[src/rtl/usb_consts_pkg.sv]
// +----------------------------------------------------------------------------+
// | usb_consts_pkg: shared constants and endpoint state type for the IN sched  |
// | Rev 1.0 - initial release                                                  |
// +----------------------------------------------------------------------------+
`default_nettype none

package usb_consts_pkg;
  localparam int NumInEps         = 12;
  localparam int MaxInPktSizeByte = 64;
  localparam int NumBufs          = 32;
  localparam int MaxRetries       = 3;

  typedef enum logic [1:0] {
    EpIdle  = 2'd0,
    EpReady = 2'd1,
    EpBusy  = 2'd2
  } in_sched_ep_state_e;
endpackage

`default_nettype wire

[src/rtl/usb_fs_nb_in_sched_ep.sv]
// +----------------------------------------------------------------------------+
// | usb_fs_nb_in_sched_ep: per-endpoint arm/busy FSM with buffer id and size   |
// | Optional: USB_IN_SCHED_RETRY_LIMIT_EN bounds rollbacks per packet          |
// | Rev 1.0 - initial release                                                  |
// +----------------------------------------------------------------------------+
`default_nettype none

module usb_fs_nb_in_sched_ep
  import usb_consts_pkg::*;
#(
  parameter int BufW = 5,
  parameter int PktW = 6
) (
  input  logic            clk_i,
  input  logic            rst_ni,
  input  logic            link_reset_i,
  input  logic            cfg_we_i,
  input  logic            cfg_rdy_i,
  input  logic [BufW-1:0] cfg_buf_i,
  input  logic [PktW:0]   cfg_size_i,
  input  logic            start_i,
  input  logic            end_i,
  input  logic            rollback_i,
  output logic            has_data_o,
  output logic            busy_o,
  output logic [BufW-1:0] buf_o,
  output logic [PktW:0]   size_o,
  output logic            arm_o,
  output logic            pend_set_o,
  output logic            sent_set_o,
  output logic            err_o
);

  in_sched_ep_state_e state_q, state_d;
  logic [BufW-1:0]    buf_q, buf_d;
  logic [PktW:0]      size_q, size_d;
  logic               retry_exhausted;

`ifdef USB_IN_SCHED_RETRY_LIMIT_EN
  localparam logic [1:0] RetryMax = 2'(MaxRetries);
  logic [1:0] retry_q, retry_d;

  assign retry_exhausted = (retry_q == RetryMax);

  always_comb begin
    retry_d = retry_q;
    if (arm_o || sent_set_o) begin
      retry_d = '0;
    end else if (state_q == EpBusy && rollback_i && !end_i && !link_reset_i) begin
      retry_d = retry_q + 2'd1;
    end
  end

  always_ff @(posedge clk_i or negedge rst_ni) begin
    if (!rst_ni) retry_q <= '0;
    else         retry_q <= retry_d;
  end
`else
  assign retry_exhausted = 1'b0;
`endif

  always_comb begin
    state_d    = state_q;
    buf_d      = buf_q;
    size_d     = size_q;
    arm_o      = 1'b0;
    pend_set_o = 1'b0;
    sent_set_o = 1'b0;
    err_o      = 1'b0;
    if (link_reset_i) begin
      if (state_q != EpIdle) begin
        state_d    = EpIdle;
        pend_set_o = 1'b1;
      end
    end else begin
      unique case (state_q)
        EpIdle: begin
          if (cfg_we_i && cfg_rdy_i) begin
            state_d = EpReady;
            buf_d   = cfg_buf_i;
            size_d  = cfg_size_i;
            arm_o   = 1'b1;
          end
        end
        EpReady: begin
          // A starting transaction locks the buffer before a racing write lands.
          if (start_i) begin
            state_d = EpBusy;
            err_o   = cfg_we_i;
          end else if (cfg_we_i && cfg_rdy_i) begin
            buf_d  = cfg_buf_i;
            size_d = cfg_size_i;
            arm_o  = 1'b1;
          end else if (cfg_we_i) begin
            state_d    = EpIdle;
            pend_set_o = 1'b1;
          end
        end
        EpBusy: begin
          err_o = cfg_we_i;
          if (end_i) begin
            state_d    = EpIdle;
            sent_set_o = 1'b1;
          end else if (rollback_i) begin
            if (retry_exhausted) begin
              state_d    = EpIdle;
              pend_set_o = 1'b1;
            end else begin
              state_d = EpReady;
            end
          end
        end
        default: state_d = EpIdle;
      endcase
    end
  end

  always_ff @(posedge clk_i or negedge rst_ni) begin
    if (!rst_ni) begin
      state_q <= EpIdle;
      buf_q   <= '0;
      size_q  <= '0;
    end else begin
      state_q <= state_d;
      buf_q   <= buf_d;
      size_q  <= size_d;
    end
  end

  assign has_data_o = (state_q != EpIdle);
  assign busy_o     = (state_q == EpBusy);
  assign buf_o      = buf_q;
  assign size_o     = size_q;

endmodule

`default_nettype wire

[src/rtl/usb_fs_nb_in_sched.sv]
// +----------------------------------------------------------------------------+
// | usb_fs_nb_in_sched: buffer supply sequencer for the non-buffered IN engine |
// | Optional: USB_IN_SCHED_RETRY_LIMIT_EN (see usb_fs_nb_in_sched_ep)          |
// | Rev 1.0 - initial release                                                  |
// +----------------------------------------------------------------------------+
`default_nettype none

module usb_fs_nb_in_sched
  import usb_consts_pkg::*;
#(
  parameter int NumInEps         = usb_consts_pkg::NumInEps,
  parameter int MaxInPktSizeByte = usb_consts_pkg::MaxInPktSizeByte,
  parameter int NumBufs          = usb_consts_pkg::NumBufs,
  localparam int PktW            = $clog2(MaxInPktSizeByte),
  localparam int BufW            = $clog2(NumBufs)
) (
  input  logic                 clk_48mhz_i,
  input  logic                 rst_ni,
  input  logic                 link_reset_i,
  input  logic                 cfg_we_i,
  input  logic [3:0]           cfg_ep_i,
  input  logic [BufW-1:0]      cfg_buf_i,
  input  logic [PktW:0]        cfg_size_i,
  input  logic                 cfg_rdy_i,
  output logic                 cfg_err_o,
  input  logic [NumInEps-1:0]  sent_clr_i,
  input  logic                 in_xact_starting_i,
  input  logic [3:0]           in_xact_start_ep_i,
  input  logic [3:0]           in_ep_current_i,
  input  logic                 in_ep_rollback_i,
  input  logic                 in_ep_xact_end_i,
  input  logic [PktW-1:0]      in_ep_get_addr_i,
  output logic [NumInEps-1:0]  in_ep_has_data_o,
  output logic [NumInEps-1:0]  in_ep_data_done_o,
  output logic [7:0]           in_ep_data_o,
  output logic                 mem_req_o,
  output logic [BufW+PktW-3:0] mem_addr_o,
  input  logic [31:0]          mem_rdata_i,
  output logic [NumInEps-1:0]  rdy_o,
  output logic [NumInEps-1:0]  pkt_sent_o,
  output logic [NumInEps-1:0]  pend_o
);

  localparam logic [4:0]    NumEpsL = 5'(NumInEps);
  localparam logic [PktW:0] MaxSize = (PktW+1)'(MaxInPktSizeByte);

  logic                cfg_ok;
  logic [NumInEps-1:0] ep_arm, ep_pend_set, ep_sent_set, ep_err, ep_busy;
  logic [BufW-1:0]     ep_buf  [NumInEps];
  logic [PktW:0]       ep_size [NumInEps];
  logic [NumInEps-1:0] pend_q, pend_d, sent_q, sent_d;
  logic                err_q, err_d;
  logic [1:0]          lane_q;
  logic [BufW-1:0]     cur_buf;
  logic                cur_busy;

  assign cfg_ok = ({1'b0, cfg_ep_i} < NumEpsL) && (cfg_size_i <= MaxSize);

  for (genvar g = 0; g < NumInEps; g++) begin : g_ep
    usb_fs_nb_in_sched_ep #(
      .BufW (BufW),
      .PktW (PktW)
    ) u_ep (
      .clk_i        (clk_48mhz_i),
      .rst_ni       (rst_ni),
      .link_reset_i (link_reset_i),
      .cfg_we_i     (cfg_we_i && cfg_ok && (cfg_ep_i == 4'(g))),
      .cfg_rdy_i    (cfg_rdy_i),
      .cfg_buf_i    (cfg_buf_i),
      .cfg_size_i   (cfg_size_i),
      .start_i      (in_xact_starting_i && (in_xact_start_ep_i == 4'(g))),
      .end_i        (in_ep_xact_end_i && (in_ep_current_i == 4'(g))),
      .rollback_i   (in_ep_rollback_i && (in_ep_current_i == 4'(g))),
      .has_data_o   (in_ep_has_data_o[g]),
      .busy_o       (ep_busy[g]),
      .buf_o        (ep_buf[g]),
      .size_o       (ep_size[g]),
      .arm_o        (ep_arm[g]),
      .pend_set_o   (ep_pend_set[g]),
      .sent_set_o   (ep_sent_set[g]),
      .err_o        (ep_err[g])
    );

    // Sizes of MaxInPktSizeByte never compare done; the engine ends on address wrap.
    assign in_ep_data_done_o[g] = in_ep_has_data_o[g] && (in_ep_current_i == 4'(g)) &&
                                  ({1'b0, in_ep_get_addr_i} >= ep_size[g]);
  end

  always_comb begin
    cur_buf  = '0;
    cur_busy = 1'b0;
    for (int i = 0; i < NumInEps; i++) begin
      if (in_ep_current_i == 4'(i)) begin
        cur_buf  = ep_buf[i];
        cur_busy = ep_busy[i];
      end
    end
  end

  assign err_d  = cfg_we_i && (!cfg_ok || (|ep_err));
  assign pend_d = (pend_q & ~ep_arm) | ep_pend_set;
  assign sent_d = (sent_q & ~sent_clr_i) | ep_sent_set;

  always_ff @(posedge clk_48mhz_i or negedge rst_ni) begin
    if (!rst_ni) begin
      pend_q <= '0;
      sent_q <= '0;
      err_q  <= 1'b0;
      lane_q <= '0;
    end else begin
      pend_q <= pend_d;
      sent_q <= sent_d;
      err_q  <= err_d;
      lane_q <= in_ep_get_addr_i[1:0];
    end
  end

  assign mem_req_o    = cur_busy;
  assign mem_addr_o   = {cur_buf, in_ep_get_addr_i[PktW-1:2]};
  assign in_ep_data_o = mem_rdata_i[{lane_q, 3'b000} +: 8];
  assign rdy_o        = in_ep_has_data_o;
  assign pkt_sent_o   = sent_q;
  assign pend_o       = pend_q;
  assign cfg_err_o    = err_q;

endmodule

`default_nettype wire

[config.mk]
export PLATFORM = sky130hd
export DESIGN_NAME = usb_fs_nb_in_sched
export DESIGN_NICKNAME = d
export VERILOG_FILES = /design/src/rtl/usb_consts_pkg.sv /design/src/rtl/usb_fs_nb_in_sched_ep.sv /design/src/rtl/usb_fs_nb_in_sched.sv
export SDC_FILE = /design/constraint.sdc
export NUM_CORES = 1
export LEC_CHECK = 0
export ABC_AREA = 1
export BUFFER_PORTS_ARGS = -buffer_cell sky130_fd_sc_hd__buf_4
export CAP_MARGIN = 30
export CORE_MARGIN = 2
export CORE_UTILIZATION = 40
export CTS_CLUSTER_DIAMETER = 40
export CTS_CLUSTER_SIZE = 12
export DETAILED_ROUTE_END_ITERATION = 16
export GPL_TIMING_DRIVEN = 0
export PLACE_DENSITY = 0.61
export SETUP_SLACK_MARGIN = 0.02
export SLEW_MARGIN = 20
export SYNTH_ARGS = -nofsm -noshare
export SYNTH_HDL_FRONTEND = slang
export SYNTH_SLANG_ARGS = --single-unit
[constraint.sdc]
create_clock -name clk_48mhz_i -period 1.7 [get_ports clk_48mhz_i]
set_input_delay 0.17 -clock clk_48mhz_i [delete_from_list [all_inputs] [get_ports clk_48mhz_i]]
set_output_delay 0.17 -clock clk_48mhz_i [all_outputs]
set_load 0.05 [all_outputs]
* Word-level counts from Yosys, hierarchy flattened
Cells that the tools add are included.
** Storage, ports and cells
- Register bits :: 195
- Bits in latches :: 0
- Memory bits (writable) :: 0
- Bits in read-only memories :: 0
- Output and inout port bits :: 79
- Logic and storage cells :: 740
- Memories :: 0
** Cells by class
- Add/subtract/negate cells :: 0
- Multipliers :: 0
- Div/mod/pow operators :: 0
- $lt $le $gt $ge :: 14
- Eq/ne operators :: 129
- Shifts and indexed selects :: 1
- Multiplexer cells :: 396
- Bitwise logic cells :: 7
- Reduce and logical (&&, ||, !) cells :: 153
** Operator list (count)
- 2-bit 2-to-1 mux :: 96
- 1-bit 2-to-1 mux :: 180
- 5-bit 2-to-1 mux :: 36
- 7-bit 2-to-1 mux :: 24
- 7-bit one-hot mux with 2 select lines :: 12
- 5-bit one-hot mux with 2 select lines :: 12
- 4-bit by 2-bit != test with 1-bit output, second input constant :: 24
- 1-bit logical AND :: 87
- 6-bit by 7-bit >= comparator with 1-bit output :: 12
- 2-bit one-hot mux with 3 select lines :: 12
- 5-bit AND reduction :: 12
- 4-bit by 3-bit == test with 1-bit output, second input constant :: 12
- 4-bit == test, second input constant :: 12
- 4-bit by 3-bit != test with 1-bit output, second input constant :: 12
- 1-bit one-hot mux with 2 select lines :: 24
- 2-bit nonzero test :: 24
- 3-bit by 2-bit != test with 1-bit output, second input constant :: 12
- 3-bit AND reduction :: 12
- 32-bit by 6-bit variable part select with 8-bit output :: 1
- 12-bit bitwise AND :: 2
- 2-bit by 1-bit == test with 1-bit output, second input constant :: 12
- 2-bit == test, second input constant :: 12
- 4-bit by 2-bit == test with 1-bit output, second input constant :: 6
- 2-bit logical NOT :: 12
- 12 further kinds :: 40

* Depth between registers and ports, before layout
Gate-level depths: netlist of run 1.
- Depth after elaboration :: 13
- Depth in mapped cells :: 13
- Depth with buffers taken out :: 12

* Hierarchy
Synthesis of run 1 repeated with hierarchy kept, for this count alone.
** Unflattened totals
- Cells, all modules :: 2058
- Area total of the unflattened synthesis :: 14749.1 um^2
** By module, submodules not included
- usb_fs_nb_in_sched_ep at g_ep[11].u_ep ... :: instances 10, cells each 112, area an instance 848.3 um^2, sequential area each 350.3 um^2
- usb_fs_nb_in_sched :: instances 1, cells each 715, area an instance 4444.3 um^2, sequential area each 675.6 um^2
- usb_fs_nb_in_sched_ep at g_ep[10].u_ep :: instances 1, cells each 112, area an instance 928.4 um^2, sequential area each 350.3 um^2
- usb_fs_nb_in_sched_ep at g_ep[0].u_ep :: instances 1, cells each 111, area an instance 893.4 um^2, sequential area each 350.3 um^2

* Worst setup path before layout of run 1
Ideal clock, no wire load.
- Path kind :: input port to output port
- Start :: input in_ep_get_addr_i[0]
- End :: output in_ep_data_done_o[2]
- Data arrival time :: 1936 ps
- Required time :: 1530 ps
- Setup slack :: -406 ps
- Cell stages on the path :: 9
- Buffers on the path :: 0
- Cell sequence :: inv_1 ha_1 inv_1 a21boi_0 o21a_1 o21ai_0 a21boi_0 o21ai_0 a21oi_1
** Between the ends
- Cells in the longest elaborated chain, start to end :: 2
** RTL lines
- from (decl) :: line usb_fs_nb_in_sched.sv:32 : input logic [PktW-1:0] in_ep_get_addr_i,
- 6-bit by 7-bit >= comparator with 1-bit output :: line usb_fs_nb_in_sched.sv:86 : ({1'b0, in_ep_get_addr_i} >= ep_size[g]);
- 1-bit logical AND :: line usb_fs_nb_in_sched.sv:85 : assign in_ep_data_done_o[g] = in_ep_has_data_o[g] && (in_ep_current_i == 4'(g)) &&
- to (decl) :: line usb_fs_nb_in_sched.sv:34 : output logic [NumInEps-1:0] in_ep_data_done_o,
No other way between the ends.

* Worst setup path after layout of run 1
- Start :: register g_ep[0].u_ep.size_q[2]
- End :: output in_ep_data_done_o[0]
** Between the ends
- Cells in the longest elaborated chain, start to end :: 2
** RTL lines
- from (decl) :: line usb_fs_nb_in_sched_ep.sv:36 : logic [PktW:0] size_q, size_d;
- from (signal assigned) :: line usb_fs_nb_in_sched_ep.sv:126 : size_q <= size_d;
- 6-bit by 7-bit >= comparator with 1-bit output :: line usb_fs_nb_in_sched.sv:86
- 1-bit logical AND :: line usb_fs_nb_in_sched.sv:85
No other way between the ends.

==> impl_results.md, run 1 <==
- Distinct cells, synth: 38
- Hold Slack: 22.85 ps
- WP data arrival: between 2000 and 2500 ps
- Overall routed net length: 41.49 mm
- P_leak: about 8.0 nW
- Sw power: between 0.006 and 0.007 W
- Starting Density: 40.71%
- Worst slew pin tran: approximately 920 ps
- CTS tree: built
- CTS H-tree depth: 4
- Area growth syn-to-layout: 38.10%
- Final Slew Violations: 0
- Final core utilization: 56.22%
- Iter 0 DRT Violations: between 800 and 900
- Setup WS post-layout: -607.0 ps
- Final critical-path required period: approximately 2300 ps
- Synthesized area: 12,450 um^2
- Crit. End Element: output port
- DRC violations left: 0
- Reg2reg path depth: 9
- Unrepaired setup endpoints after global routing: yes
- Final Skew: a little over 20 ps
- Slew headroom: 38.49%
- Seq pwr share: 32.5%
- Hold Startpoint: cfg_size_i[5]
- Worst-path fanout max: 3
- R2R Path End: g_ep[9].u_ep.size_o[0]
- Ys Warns: 0
- Clk_lat worst skew: between 400 and 500 ps
- Hold Path Sink: g_ep[8].u_ep.size_o[5]
- Max Clk Rate: between 400 and 500 MHz
- Worst r2r src: g_ep[9].u_ep.state_q[0]
- Peak VDD IR: roughly 0.79 mV
- Chip height: 180.4 um
- Row cnt: between 60 and 70
- Crit path max-delay family: compound AO/OA/AOI/OAI gates
- Asr flop ratio synth: between 90% and 100%
- Die area: ~33,000 um^2
- Multi-input logic area: a little under 7000 um^2
- Slowest-stage cell, CP: dfrtp_1
- Final hold violations: 0
- Placed insts: 2,131
- Hold Crit Depth: 3
- Max-Cap Viols: 0
- Final nets: slightly above 2,000
- Largest stage delay, worst path: about 360 ps
- TritonCTS Buffers: 17
- Sw Ratio: 38.68%
- FILL cells: around 2,800
- Syn avg cell area: 7.926 um^2
- First-pass GRT wire length: about 64 mm
- R2R setup slack: -220 ps
- Violated checks: setup timing
- Root Buffer: clkbuf_16
- Via count: about 12,000
- Post-synth EDFFs: 0
- Hold Path Class: input pin to flip-flop
- Final Instance Count excl. Fillers: approximately 2,300
- Final setup fails: 42
- Cell count after synthesis: around 1,600
- # clock sinks: 195
- Register area share after synthesis: 39.19%
- Crit path cell chain: inv_2 -> ha_4 -> nand2_2 -> o21ai_2 -> a21oi_2 -> o21bai_1 -> a21oi_1 -> o21bai_1 -> nand3_2 -> clkinvlp_4 -> buf_8
- Vias per Instance: 5.208
- WL/cell: 18.31 um
- Synth Register Bits: ~200
- Final GP Congestion: 0.9365
- Most used flip-flop cell after synthesis: dfrtp_1
- CP Data Required Time: between 1500 and 2000 ps
- Port bufs: between 150 and 200
- Pwr per Cell Area: 966.0 nW/um^2
- GRT overflow: 0
- Die Span X: about 180 um
- Pre-Repair DR Iteration Count: 5
- Clk pwr share: 24.8%
- Core area: a little over 30,000 um^2
- Pin count of the biggest net entering global routing: 98
- Most used cell, CP: o21bai_1
- DPL Wire Length: 28.88 mm
- Int Pwr: a little over 0.01 W
- Initial antenna violation count: 0
- Startpoint class of the critical path: flip-flop
- ANT cells: 0
- Overall power: 0.01661 W
- Register Area: 4883 um^2
- Share of post-route cells with drive strength above 1: roughly a third
- # IOs: ~160
- Clock Path Buffers: 2
- Outcome: complete, but fails checks
- CP bufs+invs: 3
- Crit path kind: flip-flop to output port
- Total Routing Usage GR: between 20% and 30%
- Routed Antenna Nets: 0
- Final critical-path share of the clock period: 135.7%
- Post-Syn Nets: between 1,500 and 2,000
- Vias in the first global route: between 10,000 and 15,000
- Reg clk slew, reported paths: 70 ps
- Part of the power in combinational logic: 42.7%
## layout by cell type, fill, tap and decap left out, types with 10 or more instances in the layout
cell / instances
a21boi_1: 31
a21oi_1: 13
buf_4: 191
buf_6: 62
buf_8: 26
clkbuf_1: 22
clkbuf_16: 21
dfrtp_1: 192
dlygate4sd3_1: 27
ha_1: 93
ha_4: 23
inv_1: 170
inv_2: 72
nand2_1: 303
nand2_2: 37
nand3_1: 40
nand3_4: 10
nand4_1: 13
nor2_1: 79
nor2_2: 17
nor2_4: 20
o211ai_1: 20
o21ai_0: 19
o21ai_1: 182
o21ai_2: 48
## synthesized netlist by cell type, types with 2 or more instances
| cell | instances | area [um^2] |
|---|---|---|
| nor2_4 | 10 | 112.6 |
| a21boi_0 | 44 | 330.3 |
| ha_1 | 120 | 1501 |
| buf_6 | 7 | 78.83 |
| a21oi_1 | 23 | 115.1 |
| nor2_1 | 97 | 364.1 |
| a22oi_1 | 3 | 22.52 |
| nand3_2 | 9 | 90.09 |
| nand2_1 | 327 | 1227 |
| buf_4 | 28 | 210.2 |
| nor3_1 | 5 | 25.02 |
| or2_1 | 2 | 12.51 |
| nand3_1 | 49 | 245.2 |
| o21ai_1 | 157 | 785.8 |
| nor2_2 | 9 | 56.30 |
| clkbuf_1 | 23 | 86.33 |
| nand4_1 | 13 | 81.33 |
| inv_1 | 232 | 870.8 |
| o211ai_1 | 20 | 150.1 |
| mux2i_1 | 5 | 50.05 |
| dfrtp_1 | 195 | 4880 |
| nor3_2 | 4 | 40.04 |
| nand2_2 | 16 | 100.1 |
| o31ai_1 | 4 | 30.03 |
| o21bai_1 | 5 | 37.54 |
| inv_2 | 23 | 86.33 |
| nor4_1 | 5 | 31.28 |
| o22ai_1 | 14 | 87.58 |
| o21ai_2 | 24 | 210.2 |
| o21ai_0 | 68 | 340.3 |
| o32ai_1 | 3 | 26.28 |
| buf_2 | 21 | 105.1 |
## per-layer routing
layer  GRT usage [%]  routed length (um)  part of all wire [%]
met5               0                   0                     0
met4           8.903                1437                   3.5
met1           33.99               18130                    44
met3           3.941                2295                   5.5
met2           41.71               19620                    47
## worst register-to-register path, delay by kind of cell (launching register included)
family | cells | cell delay, ps
and+or+nand+nor | 1 | 230
muxes | 1 | 140
DFF | 1 | 450
AOI/OAI and AO/OA | 1 | 260
adders and majority gates | 1 | 170
buffers and inverters | 5 | 530
## stage by stage
| stage | setup WS (ps) | cell area (um^2) | TNS (ps) |
|---|---|---|---|
| final | -607.0 | 17200 | -11040 |
| after global routing | -689.7 | 17200 | -16250 |
| after CTS | -659.9 | 16360 | -10990 |
| after detailed placement | -754.8 | 14330 | -85580 |
| after global placement | -1004 | 14220 | -277680 |
| after floorplan | -58.87 | 12530 | -58.87 |
## flip-flops by register name, summed over array words and instances (netlist names)
| register | cells |
|---|---|
| pend_o | 12 |
| cfg_err_o | 1 |
| g_ep.u_ep.state_q | 24 |
| g_ep.u_ep.buf_o | 60 |
| pkt_sent_o | 12 |
| lane_q | 2 |
| g_ep.u_ep.size_o | 84 |
## area by class of cell
type / count / area share (%)
Inverter: 255 / 5.857
Multi-Input combinational cell: 1041 / 40.49
Clock inverter: 13 / 0.8222
Timing Repair Buffer: 268 / 15.15
Sequential cell: 195 / 28.40
Buffer: 79 / 3.827
Clock buffer: 19 / 2.576
Tap cell: 396 / 2.881
## worst max-delay path by stage
stage | depth (start not counted) | start | end | slack [ps]
3_5_place_dp | 12 | in_ep_get_addr_i[0] | in_ep_data_done_o[7] | -750
5_1_grt | 11 | g_ep[0].u_ep.state_q[0] | mem_req_o | -690
6_report | 11 | g_ep[0].u_ep.size_o[2] | in_ep_data_done_o[0] | -610
2_1_floorplan | 9 | in_ep_get_addr_i[0] | in_ep_data_done_o[2] | -60
3_3_place_gp | 1 | rst_ni | g_ep[5].u_ep.size_o[2] | -1000
4_1_cts | 9 | g_ep[2].u_ep.state_q[0] | mem_req_o | -660
## power groups by stage
stage | registers (W) | logic (W) | clock network [W]
floorplan | 0.00550 | 0.00361 | 0
global placement | 0.00548 | 0.00513 | 0
detailed placement | 0.00550 | 0.00526 | 0
CTS | 0.00538 | 0.00634 | 0.00417
global route | 0.00545 | 0.00763 | 0.00437
finish | 0.00540 | 0.00709 | 0.00412
## cell families after synthesis
logic type	count (synthesis)	synth area share, %
buffers and inverters	335	11.58
adder cells (fa/ha/maj)	120	12.06
flip-flops	195	39.19
AND/OR/NAND/NOR	547	19.30
multiplexers	5	0.4019
AO/OA/AOI/OAI	369	17.47
## timing repair
action,4_1_cts,5_1_grt
gates cloned,6,4
hold endpoints to repair,221,0
pin swaps,41,65
buffers inserted,44,25
resized for setup,291,173
endpoints found under the setup margin,179,210
hold buffers,27,0
No activity file was read; power rests on OpenSTA's default activity.
==> run 2, diff against run 1 <==
--- a/config.mk
+++ b/config.mk
@@ -8,15 +8,16 @@
 export ABC_AREA = 1
 export BUFFER_PORTS_ARGS = -buffer_cell sky130_fd_sc_hd__buf_4
 export CAP_MARGIN = 30
-export CORE_MARGIN = 2
+export CORE_MARGIN = 5
 export CORE_UTILIZATION = 40
 export CTS_CLUSTER_DIAMETER = 40
 export CTS_CLUSTER_SIZE = 12
 export DETAILED_ROUTE_END_ITERATION = 16
 export GPL_TIMING_DRIVEN = 0
-export PLACE_DENSITY = 0.61
+export PLACE_DENSITY = 0.6
 export SETUP_SLACK_MARGIN = 0.02
 export SLEW_MARGIN = 20
 export SYNTH_ARGS = -nofsm -noshare
 export SYNTH_HDL_FRONTEND = slang
+export SYNTH_HIERARCHICAL = 1
 export SYNTH_SLANG_ARGS = --single-unit
==> run 2 against run 1 <==
Compared with the run above: design area grew 30%; die area grew 25%; critical path depth shrank 2; worst hold slack gained 29 ps; largest cell class unchanged; worst setup slack gained 77 ps; the flow still finishes with violations (setup timing); combinational power grew 24%; synthesized cell count grew 31%; first-iteration DRC count grew 18%.
==> impl_results.md, run 2 <==
- Asr flop ratio synth: 100.0%
- Clk pwr share: 23.7%
- Largest register FFs: 84
- CTS tree: built
- Final critical-path required period: between 2000 and 2500 ps
- CTS H-tree depth: 4
- Cell count after synthesis: 2,058
- Fin area: 22,330 um^2
- Iter 0 DRT Violations: roughly 1,000
- Vias in the first global route: approximately 15,000
- Pwr per Cell Area: between 800 and 900 nW/um^2
- Final Skew: 18.59 ps
- Peak VDD IR: roughly 0.64 mV
- Most frequent cell after synthesis: nand2_1
- Reg clk slew, reported paths: approximately 80 ps
- Final Instance Count excl. Fillers: 2,961
- Placed Instance Area: between 15,000 and 20,000 um^2
- Root Buffer: clkbuf_16
- Total Routing Usage GR: 24.70%
- Final Slew Violations: 0
- Core area: ~37,000 um^2
- Commonest cells after routing, fill and taps aside: nand2_1, buf_4, inv_1, dfrtp_1, nor2_1
- Outcome: complete, but fails checks
- TritonCTS Buffers: 17
- WL/cell: 17.93 um
- P_leak: approximately 11 nW
- Final GP Congestion: around 0.91
- Worst slew pin tran: roughly 970 ps
- Overall power: approximately 0.019 W
- Largest stage delay, worst path: ~350 ps
- Max-Cap Viols: 0
- Pin count of the biggest net entering global routing: 92
- Overall routed net length: around 53 mm
- Synthesized area: ~15,000 um^2
- Row cnt: 70
- Post-Syn Nets: between 2,000 and 2,500
- Crit. End Element: output port
- Syn avg cell area: between 7 and 8 um^2
- Sw Ratio: between 40% and 50%
- Unrepaired setup endpoints after global routing: yes
- # clock sinks: slightly below 200
- Distinct cells, synth: 39
- Part of the power in combinational logic: between 40% and 50%
- Final critical-path share of the clock period: 131.2%
- Violated checks: setup timing
- First-pass GRT wire length: approximately 80 mm
- Post-synth EDFFs: 0
- Final setup fails: ~220
- Share of post-route cells with drive strength above 1: between 40% and 50%
- Max Clk Rate: between 400 and 500 MHz
- Slowest-stage cell, CP: dfrtp_1
- Int Pwr: around 0.011 W
- Placed insts: 2,688
- Yosys top cell by area: dfrtp_1
- ANT cells: 0
- DRC violations left: 0
- Startpoint class of the critical path: flip-flop
- Setup WS post-layout: -530.2 ps
- Chip height: about 200 um
- Final nets: roughly 2,700
- GRT overflow: 0
- Worst-path fanout max: 2
- Hold Path Class: input pin to flip-flop
- Final hold violations: 0
- Seq pwr share: between 20 and 30%
- Port bufs: 160
- Vias per Instance: slightly above 5
- Starting Density: approximately 40%
- CP Data Required Time: 1530 ps
- Crit path kind: flip-flop to output port
- Die area: 40,810 um^2
- DPL Wire Length: 34.01 mm
- WP data arrival: roughly 2100 ps
- Routed Antenna Nets: 0
- Post-synth top area share: roughly a third
- Top cells by count, synth: nand2_1, inv_1, nor2_1, nand3_1, dfrtp_1
- Register area share after synthesis: approximately 33%
- Area growth syn-to-layout: 51.40%
- Initial antenna violation count: 0
- Sw power: roughly 0.0075 W
- Clock Path Buffers: 2
- Ys Warns: 6
- Top post-synthesis cells by area: dfrtp_1, nand2_1, ha_1, inv_1, nand3_1
- Most used flip-flop cell after synthesis: dfrtp_1
- Setup_tns: -39,410 ps
- Slew headroom: between 30% and 40%
- Synth Register Bits: 195
- Die Span X: 202.0 um
- # IOs: roughly 160
- Via count: roughly 15,000
- Final core utilization: between 60% and 70%
- Crit path cell chain: inv_1 -> ha_4 -> nand2_2 -> o21ai_2 -> nand4_1 -> o311ai_4 -> nand3_2 -> inv_2 -> buf_8
- Clk_lat worst skew: 450 ps
- Most common cell after layout, fill and taps aside: nand2_1
- Pre-Repair DR Iteration Count: 6
-- run 2: stage by stage --
stage,hold slack (ps),setup WS [ps]
2_1_floorplan,-125.6,-153.2
3_3_place_gp,290.2,-1241
3_5_place_dp,78.77,-1218
4_1_cts,57.17,-579.6
5_1_grt,45.39,-624.6
6_report,51.52,-530.2
-- run 2: timing repair --
action / CTS / global route
endpoints found under the hold margin: 50 / 0
pin swaps: 166 / 153
setup buffers: 147 / 69
resized for setup: 496 / 261
endpoints found under the setup margin: 232 / 227
cloned: 20 / 2
hold buffers: 15 / 0
-- run 2: layer usage --
metal / wire, um / up-vias / share of wire, % / track usage (%)
met2: 26440 / 482 / 50 / 43.08
met1: 22670 / 7248 / 43 / 32.06
met4: 1436 / 0 / 2.7 / 7.568
met3: 2531 / 94 / 4.8 / 3.048
li1: - / 7402 / - / -
met5: 0 / - / 0 / 0
-- run 2: critical path: cells and delay by family, from the launching register on --
| family | cells | cell delay (ps) |
|---|---|---|
| simple gates | 3 | 400 |
| flops | 1 | 350 |
| buf+inv | 3 | 310 |
| fa+ha+maj | 1 | 280 |
| compound gates | 2 | 280 |
-- run 2: cell type report --
type | count | area (um^2)
buffer | 53 | 553.0
clock buffer | 18 | 439.2
clock inverter | 14 | 190.2
fill | 3124 | 14190
inverter | 328 | 1326
multi-input combinational | 1480 | 10350
sequential | 195 | 4883
tap | 468 | 585.6
timing repair buffer | 405 | 4005
-- run 2: power by group through the flow --
stage	logic (W)	registers, W	clock network (W)
floorplan	0.00432	0.00543	0
global placement	0.00604	0.00549	0
detailed placement	0.00616	0.00552	0
CTS	0.00786	0.00535	0.00447
global route	0.00949	0.00544	0.00466
finish	0.00878	0.00539	0.00439
-- run 2: final timing paths --
kind,from,endpoint,slack (ps),depth (start not counted)
worst max-delay path,g_ep[6].u_ep/size_o[2],in_ep_data_done_o[6],-530,9
worst min-delay path,cfg_size_i[5],g_ep[0].u_ep/size_o[5],50,3
worst max register to register,g_ep[5].u_ep/state_q[1],cfg_err_o,-110,10
worst min register to register,g_ep[1].u_ep/size_o[6],g_ep[1].u_ep/size_o[6],480,2
max in group asynchronous,rst_ni,g_ep[11].u_ep/size_o[3],350,4
min in group asynchronous,rst_ni,g_ep[0].u_ep/state_q[1],180,2
-- run 2: cells by family after synthesis --
logic type | after synthesis | share of synthesized area (%)
flops | 195 | 33.08
buf+inv | 384 | 11.52
simple gates | 1141 | 34.76
fa+ha+maj | 144 | 12.22
compound gates | 194 | 8.415
